--- config.mk ---
export PLATFORM = sky130hd
export DESIGN_NAME = uart_block_receiver
export DESIGN_NICKNAME = d
export VERILOG_FILES = /design/src/rtl/uart_block_receiver_pkg.sv /design/src/rtl/uart_rx_byte.sv /design/src/rtl/uart_block_receiver.sv
export SDC_FILE = /design/constraint.sdc
export NUM_CORES = 1
export LEC_CHECK = 0
export BUFFER_PORTS_ARGS = -buffer_cell sky130_fd_sc_hd__clkbuf_2
export CORE_ASPECT_RATIO = 1.2
export CORE_UTILIZATION = 45
export DETAILED_ROUTE_END_ITERATION = 10
export PLACE_DENSITY_LB_ADDON = 0.12
export SLEW_MARGIN = 20
export SYNTH_ARGS = -nofsm -noshare
export SYNTH_HDL_FRONTEND = slang
export SYNTH_SLANG_ARGS = --single-unit
export TNS_END_PERCENT = 5
--- constraint.sdc ---
create_clock -name clk -period 9 [get_ports clk]
set_input_delay 0.9 -clock clk [delete_from_list [all_inputs] [get_ports clk]]
set_output_delay 0.9 -clock clk [all_outputs]
set_load 0.005 [all_outputs]
--- src/rtl/uart_block_receiver_pkg.sv ---
// Shared definitions for the UART block receiver: receive FSM states,
// default line timing, and the block width the AES core consumes.
package uart_block_receiver_pkg;

   typedef enum logic [1:0] {
      ST_IDLE,
      ST_START,
      ST_DATA,
      ST_STOP
   } rx_state_t;

   localparam int DEFAULT_CLK_FREQ = 50_000_000;
   localparam int DEFAULT_BAUDRATE = 115_200;
   localparam int BLOCK_WIDTH      = 128;
   localparam int BLOCK_BYTES      = BLOCK_WIDTH / 8;

   function automatic int clks_per_bit(input int clk_freq, input int baudrate);
      return clk_freq / baudrate;
   endfunction

endpackage

--- src/rtl/uart_rx_byte.sv ---
// 8N1 byte receiver: two-flop synchronizer feeding a start/data/stop FSM.
// Emits one-cycle byte_valid or frame_err pulses and a start_det pulse.
module uart_rx_byte
   import uart_block_receiver_pkg::*;
#(
   parameter int CLKS_PER_BIT = 434
)
(
   input  logic       clk,
   input  logic       reset,
   input  logic       rx,
   output logic [7:0] byte_data,
   output logic       byte_valid,
   output logic       frame_err,
   output logic       start_det,
   output logic       idle
);

   localparam int          HALF_BIT  = CLKS_PER_BIT / 2;
   localparam logic [15:0] BIT_LAST  = 16'(CLKS_PER_BIT - 1);
   localparam logic [15:0] HALF_LAST = 16'(HALF_BIT - 1);

   rx_state_t   state_q, state_d;
   logic        sync1_q, sync1_d;
   logic        sync2_q, sync2_d;
   logic [15:0] clk_cnt_q, clk_cnt_d;
   logic [2:0]  bit_cnt_q, bit_cnt_d;
   logic [7:0]  shift_q, shift_d;
   logic [7:0]  byte_q, byte_d;
   logic        byte_valid_q, byte_valid_d;
   logic        frame_err_q, frame_err_d;
   logic        start_det_q, start_det_d;

   always_comb begin
      sync1_d      = rx;
      sync2_d      = sync1_q;
      state_d      = state_q;
      clk_cnt_d    = clk_cnt_q;
      bit_cnt_d    = bit_cnt_q;
      shift_d      = shift_q;
      byte_d       = byte_q;
      byte_valid_d = 1'b0;
      frame_err_d  = 1'b0;
      start_det_d  = 1'b0;

      unique case (state_q)
         ST_IDLE: begin
            if (!sync2_q) begin
               state_d     = ST_START;
               clk_cnt_d   = '0;
               bit_cnt_d   = '0;
               start_det_d = 1'b1;
            end
         end
         // Re-check the line mid start bit so short glitches fall back to idle.
         ST_START: begin
            if (clk_cnt_q == HALF_LAST) begin
               clk_cnt_d = '0;
               state_d   = sync2_q ? ST_IDLE : ST_DATA;
            end else begin
               clk_cnt_d = clk_cnt_q + 16'd1;
            end
         end
         ST_DATA: begin
            if (clk_cnt_q == BIT_LAST) begin
               clk_cnt_d = '0;
               shift_d   = {sync2_q, shift_q[7:1]};
               bit_cnt_d = bit_cnt_q + 3'd1;
               if (bit_cnt_q == 3'd7) begin
                  state_d = ST_STOP;
               end
            end else begin
               clk_cnt_d = clk_cnt_q + 16'd1;
            end
         end
         ST_STOP: begin
            if (clk_cnt_q == BIT_LAST) begin
               clk_cnt_d = '0;
               state_d   = ST_IDLE;
               if (sync2_q) begin
                  byte_d       = shift_q;
                  byte_valid_d = 1'b1;
               end else begin
                  frame_err_d  = 1'b1;
               end
            end else begin
               clk_cnt_d = clk_cnt_q + 16'd1;
            end
         end
         default: state_d = ST_IDLE;
      endcase
   end

   always_ff @(posedge clk or posedge reset) begin
      if (reset) begin
         state_q      <= ST_IDLE;
         sync1_q      <= 1'b1;
         sync2_q      <= 1'b1;
         clk_cnt_q    <= '0;
         bit_cnt_q    <= '0;
         shift_q      <= '0;
         byte_q       <= '0;
         byte_valid_q <= 1'b0;
         frame_err_q  <= 1'b0;
         start_det_q  <= 1'b0;
      end else begin
         state_q      <= state_d;
         sync1_q      <= sync1_d;
         sync2_q      <= sync2_d;
         clk_cnt_q    <= clk_cnt_d;
         bit_cnt_q    <= bit_cnt_d;
         shift_q      <= shift_d;
         byte_q       <= byte_d;
         byte_valid_q <= byte_valid_d;
         frame_err_q  <= frame_err_d;
         start_det_q  <= start_det_d;
      end
   end

   assign byte_data  = byte_q;
   assign byte_valid = byte_valid_q;
   assign frame_err  = frame_err_q;
   assign start_det  = start_det_q;
   assign idle       = (state_q == ST_IDLE);

endmodule

--- src/rtl/uart_block_receiver.sv ---
// Collects 16 UART bytes into a 128-bit block for the AES core, with a
// valid/ready handshake, sticky overrun and an idle timeout for partial blocks.
module uart_block_receiver
   import uart_block_receiver_pkg::*;
#(
   parameter int CLK_FREQ     = DEFAULT_CLK_FREQ,
   parameter int BAUDRATE     = DEFAULT_BAUDRATE,
   parameter int TIMEOUT_BITS = 20
)
(
   input  logic                   clk,
   input  logic                   reset,
   input  logic                   rx,
   output logic [BLOCK_WIDTH-1:0] block_data,
   output logic                   block_valid,
   input  logic                   block_ready,
   output logic                   frame_err,
   output logic                   overrun,
   output logic                   busy
);

   localparam int          CLKS_PER_BIT = clks_per_bit(CLK_FREQ, BAUDRATE);
   localparam logic [31:0] TIMEOUT_LAST = 32'(TIMEOUT_BITS * CLKS_PER_BIT - 1);

   logic [7:0]             rx_byte;
   logic                   rx_byte_valid;
   logic                   rx_start_det;
   logic                   rx_idle;
   logic                   transfer;

   logic [BLOCK_WIDTH-1:0] block_q, block_d;
   logic [3:0]             byte_cnt_q, byte_cnt_d;
   logic                   block_valid_q, block_valid_d;
   logic                   overrun_q, overrun_d;
   logic [31:0]            idle_cnt_q, idle_cnt_d;

   uart_rx_byte #(
      .CLKS_PER_BIT (CLKS_PER_BIT)
   ) u_rx_byte (
      .clk        (clk),
      .reset      (reset),
      .rx         (rx),
      .byte_data  (rx_byte),
      .byte_valid (rx_byte_valid),
      .frame_err  (frame_err),
      .start_det  (rx_start_det),
      .idle       (rx_idle)
   );

   assign transfer = block_valid_q && block_ready;

   always_comb begin
      block_d       = block_q;
      byte_cnt_d    = byte_cnt_q;
      block_valid_d = block_valid_q;
      overrun_d     = overrun_q;
      idle_cnt_d    = idle_cnt_q;

      if (transfer) begin
         block_valid_d = 1'b0;
      end

      // A byte landing on the transfer cycle already belongs to the next block.
      if (rx_byte_valid) begin
         if (block_valid_q && !transfer) begin
            overrun_d = 1'b1;
         end else begin
            for (int i = 0; i < BLOCK_BYTES; i++) begin
               if (byte_cnt_q == 4'(i)) begin
                  block_d[BLOCK_WIDTH-1-8*i -: 8] = rx_byte;
               end
            end
            byte_cnt_d = byte_cnt_q + 4'd1;
            if (byte_cnt_q == 4'd15) begin
               block_valid_d = 1'b1;
            end
         end
      end

      if (rx_start_det || byte_cnt_q == 4'd0) begin
         idle_cnt_d = '0;
      end else if (rx_idle) begin
         if (idle_cnt_q == TIMEOUT_LAST) begin
            idle_cnt_d = '0;
            if (!rx_byte_valid) begin
               byte_cnt_d = '0;
            end
         end else begin
            idle_cnt_d = idle_cnt_q + 32'd1;
         end
      end
   end

   always_ff @(posedge clk or posedge reset) begin
      if (reset) begin
         block_q       <= '0;
         byte_cnt_q    <= '0;
         block_valid_q <= 1'b0;
         overrun_q     <= 1'b0;
         idle_cnt_q    <= '0;
      end else begin
         block_q       <= block_d;
         byte_cnt_q    <= byte_cnt_d;
         block_valid_q <= block_valid_d;
         overrun_q     <= overrun_d;
         idle_cnt_q    <= idle_cnt_d;
      end
   end

   assign block_data  = block_q;
   assign block_valid = block_valid_q;
   assign overrun     = overrun_q;
   assign busy        = !rx_idle || (byte_cnt_q != 4'd0);

endmodule

==> reports/metrics.csv, run 1 <==
metric,value,unit
run status,"complete, no violations",
mapped cell area,0.00879,mm2
Comb power frac,1.0,%
CTS tree,done,
Synth cell types,51,
top_reg_cell synth,dfrtp_1,
quantity of I/O buffers inserted on ports,135,
Sequential Power Share,51.4,%
first-pass GRT wire length,32400,um
GRT Util Overall,20.5,%
"Arr. time, crit path",2.25,ns
hold path startpoint,u_rx_byte.sync1_q,
Final Slew Violations,0,
per-cell routed wire length,18.5,um
clock sinks,208,
"area leader, netlist",dfrtp_1,
starting density of the core,46.3,%
switching fraction of total power,20.8,%
Critical Path End Type,output port,
Final Net Count,829,
Commonest cells post-synth,"dfrtp_1 (206), mux2_2 (142), nor2_1 (42)",
CP startpoint,byte_cnt_q[0],
reg2reg start,byte_cnt_q[0],
Syn Nets,698,
initial antenna violation count,0,
total global routing overflow,0,
layout cells sized above 1,38.6,%
Final setup viols,0,
Cells after Synth,684,
"count leader, synth",dfrtp_1,
vias per cell,5.49,
# H-tree levels,1,
core area,0.0190,mm2
Tmin final,3.15,ns
drc violations,0,
Die Outline Area,0.0201,mm2
post-CTS setup repair buffer count,0,
Worst VDD drop,139,uV
Slew HR,37.7,%
"Hold-fix buffers, CTS",0,
"Seq/Total Area, Yosys",59.2,%
HPWL Detailed,13300,um
cells resized by post-CTS repair,0,
largest net degree at the start of global routing,138,
worst clock skew,0.00893,ns
Total Wirelength,20100,um
FP Rows,55,
RSZ-0062 raised after global routing,no,
Hold Crit Class,reg -> reg,
Startpoint Class,flip-flop,
IO Count,136,
vias post-DR,5947,
Final WS setup,5.85,ns
DR iter-0 viols,333,
Clock Power Share,47.5,%
Final Cell Area,0.0104,mm2
final cell count without fillers,1083,
Synth async-reset ratio,100,%
Maximum Capacitance Violations,0,
number of global-route vias before repair,6015,
maximum clock path buffer count,3,
Pwr per Cell Area,175,mW/mm2
Post-Syn Area per Cell,12.9,um2
fill cell count,1641,
Placed Cells,1047,
leakage power,5.37,nW
CTS Root Cell,clkbuf_16,
Tcrit/Tclk final,35.0,%
largest cells by area after synthesis,"dfrtp_1 (59%), mux2_2 (18%), xor2_1 (2.3%)",
Int Pwr,1.44,mW
share of the synthesized area in the top cell type,58.6,%
Net Sw Power,0.378,mW
worst-path fanout max,6,
register bit count reported by yosys,208,
setup TNS,0,ns
Synth warnings,0,
Least-Margin Pin Slew,0.935,ns
Die Wd,130,um
Num CTS Buffers,22,
Post-synth EDFFs,0,
Layout Area Growth over Synthesis,18.0,%
First-pass DRT Iterations,4,
Worst-path clk slew,0.06,ns
die height,155,um
Antenna Violating Nets Remaining,0,
DP Worst Slack,5.95,ns
Placed Area,0.00968,mm2
ANT cells,0,
Placer Congestion,0.809,
max frequency,318,MHz
Final Hold Viols,0,
clk_lat worst skew,0.51,ns
CP Class,reg -> out,
Required @ worst endpoint,8.10,ns
[final timing paths]
kind | slack [ns] | to | cells past startpoint
max in group asynchronous | 6.90 | block_data[60] | 3
min in group asynchronous | 0.60 | u_rx_byte.clk_cnt_q[7] | 2
min | 0.36 | u_rx_byte.sync2_q | 0
min reg2reg | 0.36 | u_rx_byte.sync2_q | 0
max reg2reg | 6.16 | idle_cnt_q[29] | 7
max | 5.85 | busy | 5
[final cells by class]
cell class                      count  area (um2)  area share, %
Timing Repair Buffer              136         683           6.58
Sequential cell                   208        5210           50.2
Clock buffer                       31         614           5.92
Clock inverter                      5        78.8          0.759
Inverter                           14        60.1          0.579
Tap cell                          256         320           3.09
Multi-Input combinational cell    433        3410           32.9
[critical path, stage by stage, from the launching register on]
cell and delay [ns]:
dfrtp_1 0.40, inv_1 0.14, ha_1 0.26, nor3b_1 0.61, nand2_1 0.18, clkbuf_2 0.15
[cell families (layout without fill, tap and decap cells)]
kind of cell	Yosys count	count (layout)	synth area share [%]
mux	145	145	18.6
flops	208	208	59.2
xor+xnor	35	35	3.49
compound gates	53	53	3.93
simple gates	190	190	11.4
buf+inv	43	186	2.02
fa+ha+maj	10	10	1.42
[per-stage QoR]
stage                     power, mW  util (%)  hold WS (ns)
after floorplan               0.967         -         0.345
after global placement        0.973      51.0         0.349
after detailed placement      0.974      51.0         0.349
after CTS                      1.85      54.6         0.358
after global routing           1.89      54.6         0.361
final                          1.82      54.6         0.356
[state kept, by name, summed over array words and instances, names as in the netlist, named ones only]
register	count
overrun	1
u_rx_byte.byte_data	8
block_valid	1
u_rx_byte.frame_err	1
block_data	128
u_rx_byte.sync2_q	1
u_rx_byte.shift_q	8
u_rx_byte.clk_cnt_q	16
u_rx_byte.bit_cnt_q	3
u_rx_byte.state_q	1
u_rx_byte.start_det	1
u_rx_byte.sync1_q	1
idle_cnt_q	32
byte_cnt_q	4
u_rx_byte.byte_valid	1
[power groups by stage]
stage	registers, mW	clock network, mW	logic [mW]
floorplan	0.953	0	0.0140
global placement	0.954	0	0.0195
detailed placement	0.954	0	0.0204
CTS	0.937	0.890	0.0203
global route	0.936	0.926	0.0229
finish	0.937	0.865	0.0188
[cells in the final DEF (no fill, tap or decap), types with 7 or more instances in the layout]
master	instances
xnor2_1	12
mux2_2	142
and3_1	9
nand2_1	37
ha_1	10
xor2_1	23
clkbuf_2	135
nor3_1	7
nand4_1	24
a31oi_1	7
clkbuf_16	22
a21oi_1	14
nor4_1	17
o21ai_0	11
dfrtp_1	206
and2_1	8
nor2_1	42
nand3_1	23
inv_1	13
[routing by layer]
| layer | share of wire, % | wire [um] | GRT usage (%) |
|---|---|---|---|
| met1 | 45 | 9130 | 28.3 |
| met2 | 48 | 9710 | 34.1 |
| met3 | 4.4 | 882 | 2.96 |
| met4 | 1.8 | 355 | 5.09 |
| met5 | 0 | 0 | 0 |
(Power assumes the default switching activity.)
==> run 2: changes to the inputs <==
==> constraint.sdc (replaced) <==
create_clock -name clk -period 2.9 [get_ports clk]
set_input_delay 0.29 -clock clk [delete_from_list [all_inputs] [get_ports clk]]
set_output_delay 0.29 -clock clk [all_outputs]
set_load 0.005 [all_outputs]
==> run 2 against run 1 <==
Net effect: final cell count up 1.2%; via count hardly changed; die area unchanged; wire length is 0.47% lower; count of clock-buffer cells in the layout is 4 lower; hold slack got worse by 0.13 ns; clock skew increased by 0.0077 ns; critical endpoint is now idle_cnt_q[27]; highest routed layer unchanged.
==> reports/metrics.csv, run 2 (synthesis gave the netlist of run 1 again) <==
metric,value,unit
Placer Congestion,0.848,
Placed Area,0.00976,mm2
per-cell routed wire length,18.2,um
Slew HR,43.2,%
Required @ worst endpoint,3.29,ns
Layout Area Growth over Synthesis,20.3,%
"commonest non-fill, non-tap cell in the layout",dfrtp_1,
fill cell count,1622,
DR iter-0 viols,395,
Final setup viols,0,
Startpoint Class,flip-flop,
# H-tree levels,1,
max frequency,410,MHz
Num CTS Buffers,22,
CP startpoint,idle_cnt_q[0],
max FFs per register,128,
RSZ-0062 raised after global routing,no,
Comb power frac,1.1,%
layout cells sized above 1,39.8,%
IO Count,136,
worst-path fanout max,13,
Max stage delay on crit path,0.53,ns
quantity of I/O buffers inserted on ports,135,
multi-input logic area,0.00341,mm2
Net Sw Power,1.18,mW
maximum clock path buffer count,3,
CTS Root Cell,clkbuf_16,
Tcrit/Tclk final,84.0,%
Crit-path slowest cell,or4_4,
hold depth,3,
starting density of the core,46.3,%
Pwr per Cell Area,570,mW/mm2
"Arr. time, crit path",2.82,ns
Least-Margin Pin Slew,0.852,ns
CP Class,reg -> reg,
R2R Path End,idle_cnt_q[27],
reg2reg start,idle_cnt_q[0],
total global routing overflow,0,
hold path startpoint,block_ready,
run status,"complete, no violations",
most frequent cells in the layout,"dfrtp_1 (206), mux2_2 (142), clkbuf_2 (135), nor2_1 (42), nand2_1 (37)",
Final Hold Viols,0,
FP Rows,55,
Hold Crit Class,in -> reg,
Min-Delay Endpoint,block_valid,
drc violations,0,
Final Net Count,839,
Total Wirelength,20000,um
switching fraction of total power,19.5,%
ANT cells,0,
CTS tree,done,
Tmin final,2.44,ns
Sequential Power Share,48.2,%
leakage power,5.48,nW
total power,6.03,mW
Critical Path End Type,flip-flop,
initial antenna violation count,0,
Reg area,0.00521,mm2
first-pass GRT wire length,32800,um
vias post-DR,5950,
Worst VDD drop,396,uV
clk_lat worst skew,0.51,ns
Final Slew Violations,0,
vias per cell,5.43,
Die Outline Area,0.0201,mm2
Clock Power Share,50.7,%
Die Wd,130,um
First-pass DRT Iterations,5,
Maximum Capacitance Violations,0,
largest net degree at the start of global routing,88,
core area,0.0190,mm2
Worst-path clk slew,0.06,ns
crit path cell chain,ha_1 > nand3_2 > or4_1 > or4_4 > o21bai_2 > buf_4 > o21ba_2,
HPWL Detailed,13500,um
Antenna Violating Nets Remaining,0,
die height,155,um
setup TNS,0,ns
worst reg-to-reg path cell count,7,
number of global-route vias before repair,6169,
"reg-to-reg slack, setup",0.46,ns
Final Cell Area,0.0106,mm2
clock sinks,208,
Int Pwr,4.85,mW
GRT Util Overall,20.9,%
worst clock skew,0.0166,ns
cells resized by post-CTS repair,0,
## run 2: metal layers
| layer | vias to the layer above | part of all wire [%] | global-route usage (%) |
|---|---|---|---|
| li1 | 2725 | - | - |
| met3 | 26 | 4.8 | 3.58 |
| met5 | - | 0 | 0 |
| met1 | 3035 | 44 | 27.9 |
| met4 | 0 | 1.7 | 5.76 |
| met2 | 164 | 49 | 34.9 |
## run 2: worst max-delay path: cells and delay by family (launching register included)
kind | cells | cell delay (ns)
simple gates | 3 | 1.14
flops | 1 | 0.39
compound gates | 2 | 0.32
fa+ha+maj | 1 | 0.26
buf+inv | 1 | 0.21
## run 2: worst max-delay path by stage
stage | cells past startpoint | end
after CTS | 7 | idle_cnt_q[27]
after detailed placement | 7 | idle_cnt_q[27]
after global routing | 6 | u_rx_byte.clk_cnt_q[7]
final | 7 | idle_cnt_q[27]
after global placement | 7 | idle_cnt_q[27]
after floorplan | 1 | asynchronous set/reset pin
## run 2: cell type report
type / instances / area share (%)
Tap cell: 256 / 3.03
Timing Repair Buffer: 146 / 7.45
Multi-Input combinational cell: 433 / 32.2
Sequential cell: 208 / 49.2
Clock buffer: 27 / 5.77
Clock inverter: 12 / 1.77
Inverter: 14 / 0.532
## run 2: stage by stage
stage	setup WS [ns]	hold WS (ns)	utilization [%]	std cells
6_report	0.463	0.226	55.7	1096
5_1_grt	0.299	0.256	55.7	1096
4_1_cts	0.467	0.196	55.7	1096
3_5_place_dp	0.492	0.322	51.4	1055
3_3_place_gp	0.564	0.322	51.4	1055
2_1_floorplan	-0.0886	0.294	-	684
## run 2: power by group through the flow
stage,Clock [mW],Sequential [mW],Combinational (mW)
after floorplan,0,2.96,0.0441
after global placement,0,2.96,0.0677
after detailed placement,0,2.96,0.0698
after CTS,3.13,2.91,0.0719
after global routing,3.24,2.90,0.0803
final,3.06,2.91,0.0668
## run 2: what timing repair did
action,4_1_cts,5_1_grt
hold buffers,2,0
endpoints found under the hold margin,16,0
setup endpoints to repair,0,0
setup buffers,0,0
==> run 3: changes to the inputs <==
==> constraint.sdc (replaced) <==
create_clock -name clk -period 2.3 [get_ports clk]
set_input_delay 0.23 -clock clk [delete_from_list [all_inputs] [get_ports clk]]
set_output_delay 0.23 -clock clk [all_outputs]
set_load 0.005 [all_outputs]
==> run 3 against run 2 <==
Net effect: power grew 18%; final cell count grew 0.91%; hold slack lost 0.048 ns; global-route usage shrank 0.35 points; utilization grew 0.35 points; sequential share of layout area shrank 0.31 points; clock skew shrank 0.0055 ns; non-clock buffer count grew 11; critical endpoint is now idle_cnt_q[31]; largest power group is now sequential cells.
==> reports/metrics.csv, run 3 (synthesis gave the netlist of run 1 again) <==
metric,value,unit
run status,"complete, no violations",
vias post-DR,5970,
max FFs per register,128,
CP Class,reg -> reg,
Final Slew Violations,0,
Worst VDD drop,575,uV
Final setup viols,0,
HPWL Detailed,13400,um
final hold slack,0.178,ns
Antenna Violating Nets Remaining,0,
initial antenna violation count,0,
Pwr per Cell Area,671,mW/mm2
total power,7.15,mW
Comb power frac,1.2,%
layout cells sized above 1,41.4,%
Critical Path End Type,flip-flop,
Startpoint Class,flip-flop,
FP Rows,55,
Die Wd,130,um
RSZ-0062 raised after global routing,no,
CTS tree,done,
Net Sw Power,1.46,mW
Placed Cells,1066,
Layout Area Growth over Synthesis,21.1,%
met2 usage,33.7,%
final cell count without fillers,1106,
"Arr. time, crit path",2.52,ns
drc violations,0,
Final Hold Viols,0,
Final Net Count,849,
Total Wirelength,20100,um
# H-tree levels,1,
met1 global-route usage,28.2,%
Worst-path clk slew,0.06,ns
number of global-route vias before repair,6165,
"commonest non-fill, non-tap cell in the layout",dfrtp_1,
Required @ worst endpoint,2.66,ns
quantity of I/O buffers inserted on ports,135,
vias per cell,5.40,
worst-path fanout max,28,
Num CTS Buffers,21,
Slew HR,43.7,%
setup TNS,0,ns
Die Outline Area,0.0201,mm2
per-cell routed wire length,18.2,um
clk_lat worst skew,0.50,ns
Sequential Power Share,51.3,%
Least-Margin Pin Slew,0.845,ns
worst clock skew,0.0112,ns
IO Count,136,
maximum clock path buffer count,3,
largest net degree at the start of global routing,130,
post-CTS setup repair buffer count,0,
Top Usage Layer GRT,met2,
CTS Root Cell,clkbuf_16,
most frequent cells in the layout,"dfrtp_1 (206), mux2_2 (142), clkbuf_2 (135), nor2_1 (42), nand2_1 (37)",
Clock Power Share,47.6,%
clock sinks,208,
Final WS setup,0.140,ns
DR iter-0 viols,342,
GRT Util Overall,20.5,%
max frequency,463,MHz
starting density of the core,46.3,%
Tmin final,2.16,ns
leakage power,5.50,nW
Hold Crit Class,in -> async,
Tcrit/Tclk final,93.9,%
core area,0.0190,mm2
die height,155,um
total global routing overflow,0,
First-pass DRT Iterations,4,
Maximum Capacitance Violations,0,
DP Worst Slack,0.00989,ns
switching fraction of total power,20.5,%
Int Pwr,5.68,mW
met3 Usage GRT,3.47,%
Placer Congestion,0.853,
ANT cells,0,
first-pass GRT wire length,32700,um
-- run 3: stage by stage --
step	cell area, um2	util [%]
final	10600	56.0
after detailed placement	9870	51.9
after CTS	10600	55.7
after floorplan	8800	-
after global placement	9870	51.9
after global routing	10600	56.0
-- run 3: worst paths after layout --
check                                  start  depth (start not counted)  slack [ns]                 to
max                            idle_cnt_q[1]                          7        0.14     idle_cnt_q[31]
min                                    reset                          3        0.18     block_data[58]
max reg2reg                    idle_cnt_q[1]                          7        0.14     idle_cnt_q[31]
min reg2reg                u_rx_byte.sync1_q                          0        0.36  u_rx_byte.sync2_q
max in group asynchronous              reset                          4        1.24     block_data[76]
min in group clk                 block_ready                          4        0.20        block_valid
-- run 3: worst max-delay path: stages, from the launching register on --
cell	delay [ns]
dfrtp_1	0.43
ha_4	0.18
nand3_2	0.09
or4_1	0.43
or4_4	0.49
o21bai_4	0.17
buf_12	0.19
a21oi_1	0.06
-- run 3: layer usage --
layer / wire length, um / part of all wire (%)
met2: 9770 / 48
met5: 0 / 0
met4: 323 / 1.6
met1: 9120 / 45
met3: 935 / 4.6
-- run 3: power by group through the flow --
| stage | clock network [mW] | logic (mW) | registers (mW) |
|---|---|---|---|
| 6_report | 3.40 | 0.0823 | 3.66 |
| 3_3_place_gp | 0 | 0.0829 | 3.73 |
| 3_5_place_dp | 0 | 0.0846 | 3.73 |
| 5_1_grt | 3.61 | 0.0978 | 3.66 |
| 4_1_cts | 3.49 | 0.0876 | 3.66 |
| 2_1_floorplan | 0 | 0.0556 | 3.73 |
-- run 3: cell type report --
class | instances | area [um2]
Clock inverter | 11 | 113
Multi-Input combinational cell | 433 | 3470
Sequential cell | 208 | 5210
Inverter | 14 | 56.3
Timing Repair Buffer | 157 | 896
Tap cell | 256 | 320
Clock buffer | 27 | 578
Fill cell | 1637 | 8350
-- run 3: repair_timing --
action / CTS / global route
setup endpoints to repair: 7 / 34
pin swaps: 0 / 1
hold buffers: 2 / 0
endpoints found under the hold margin: 78 / 0
gates resized for setup: 1 / 11
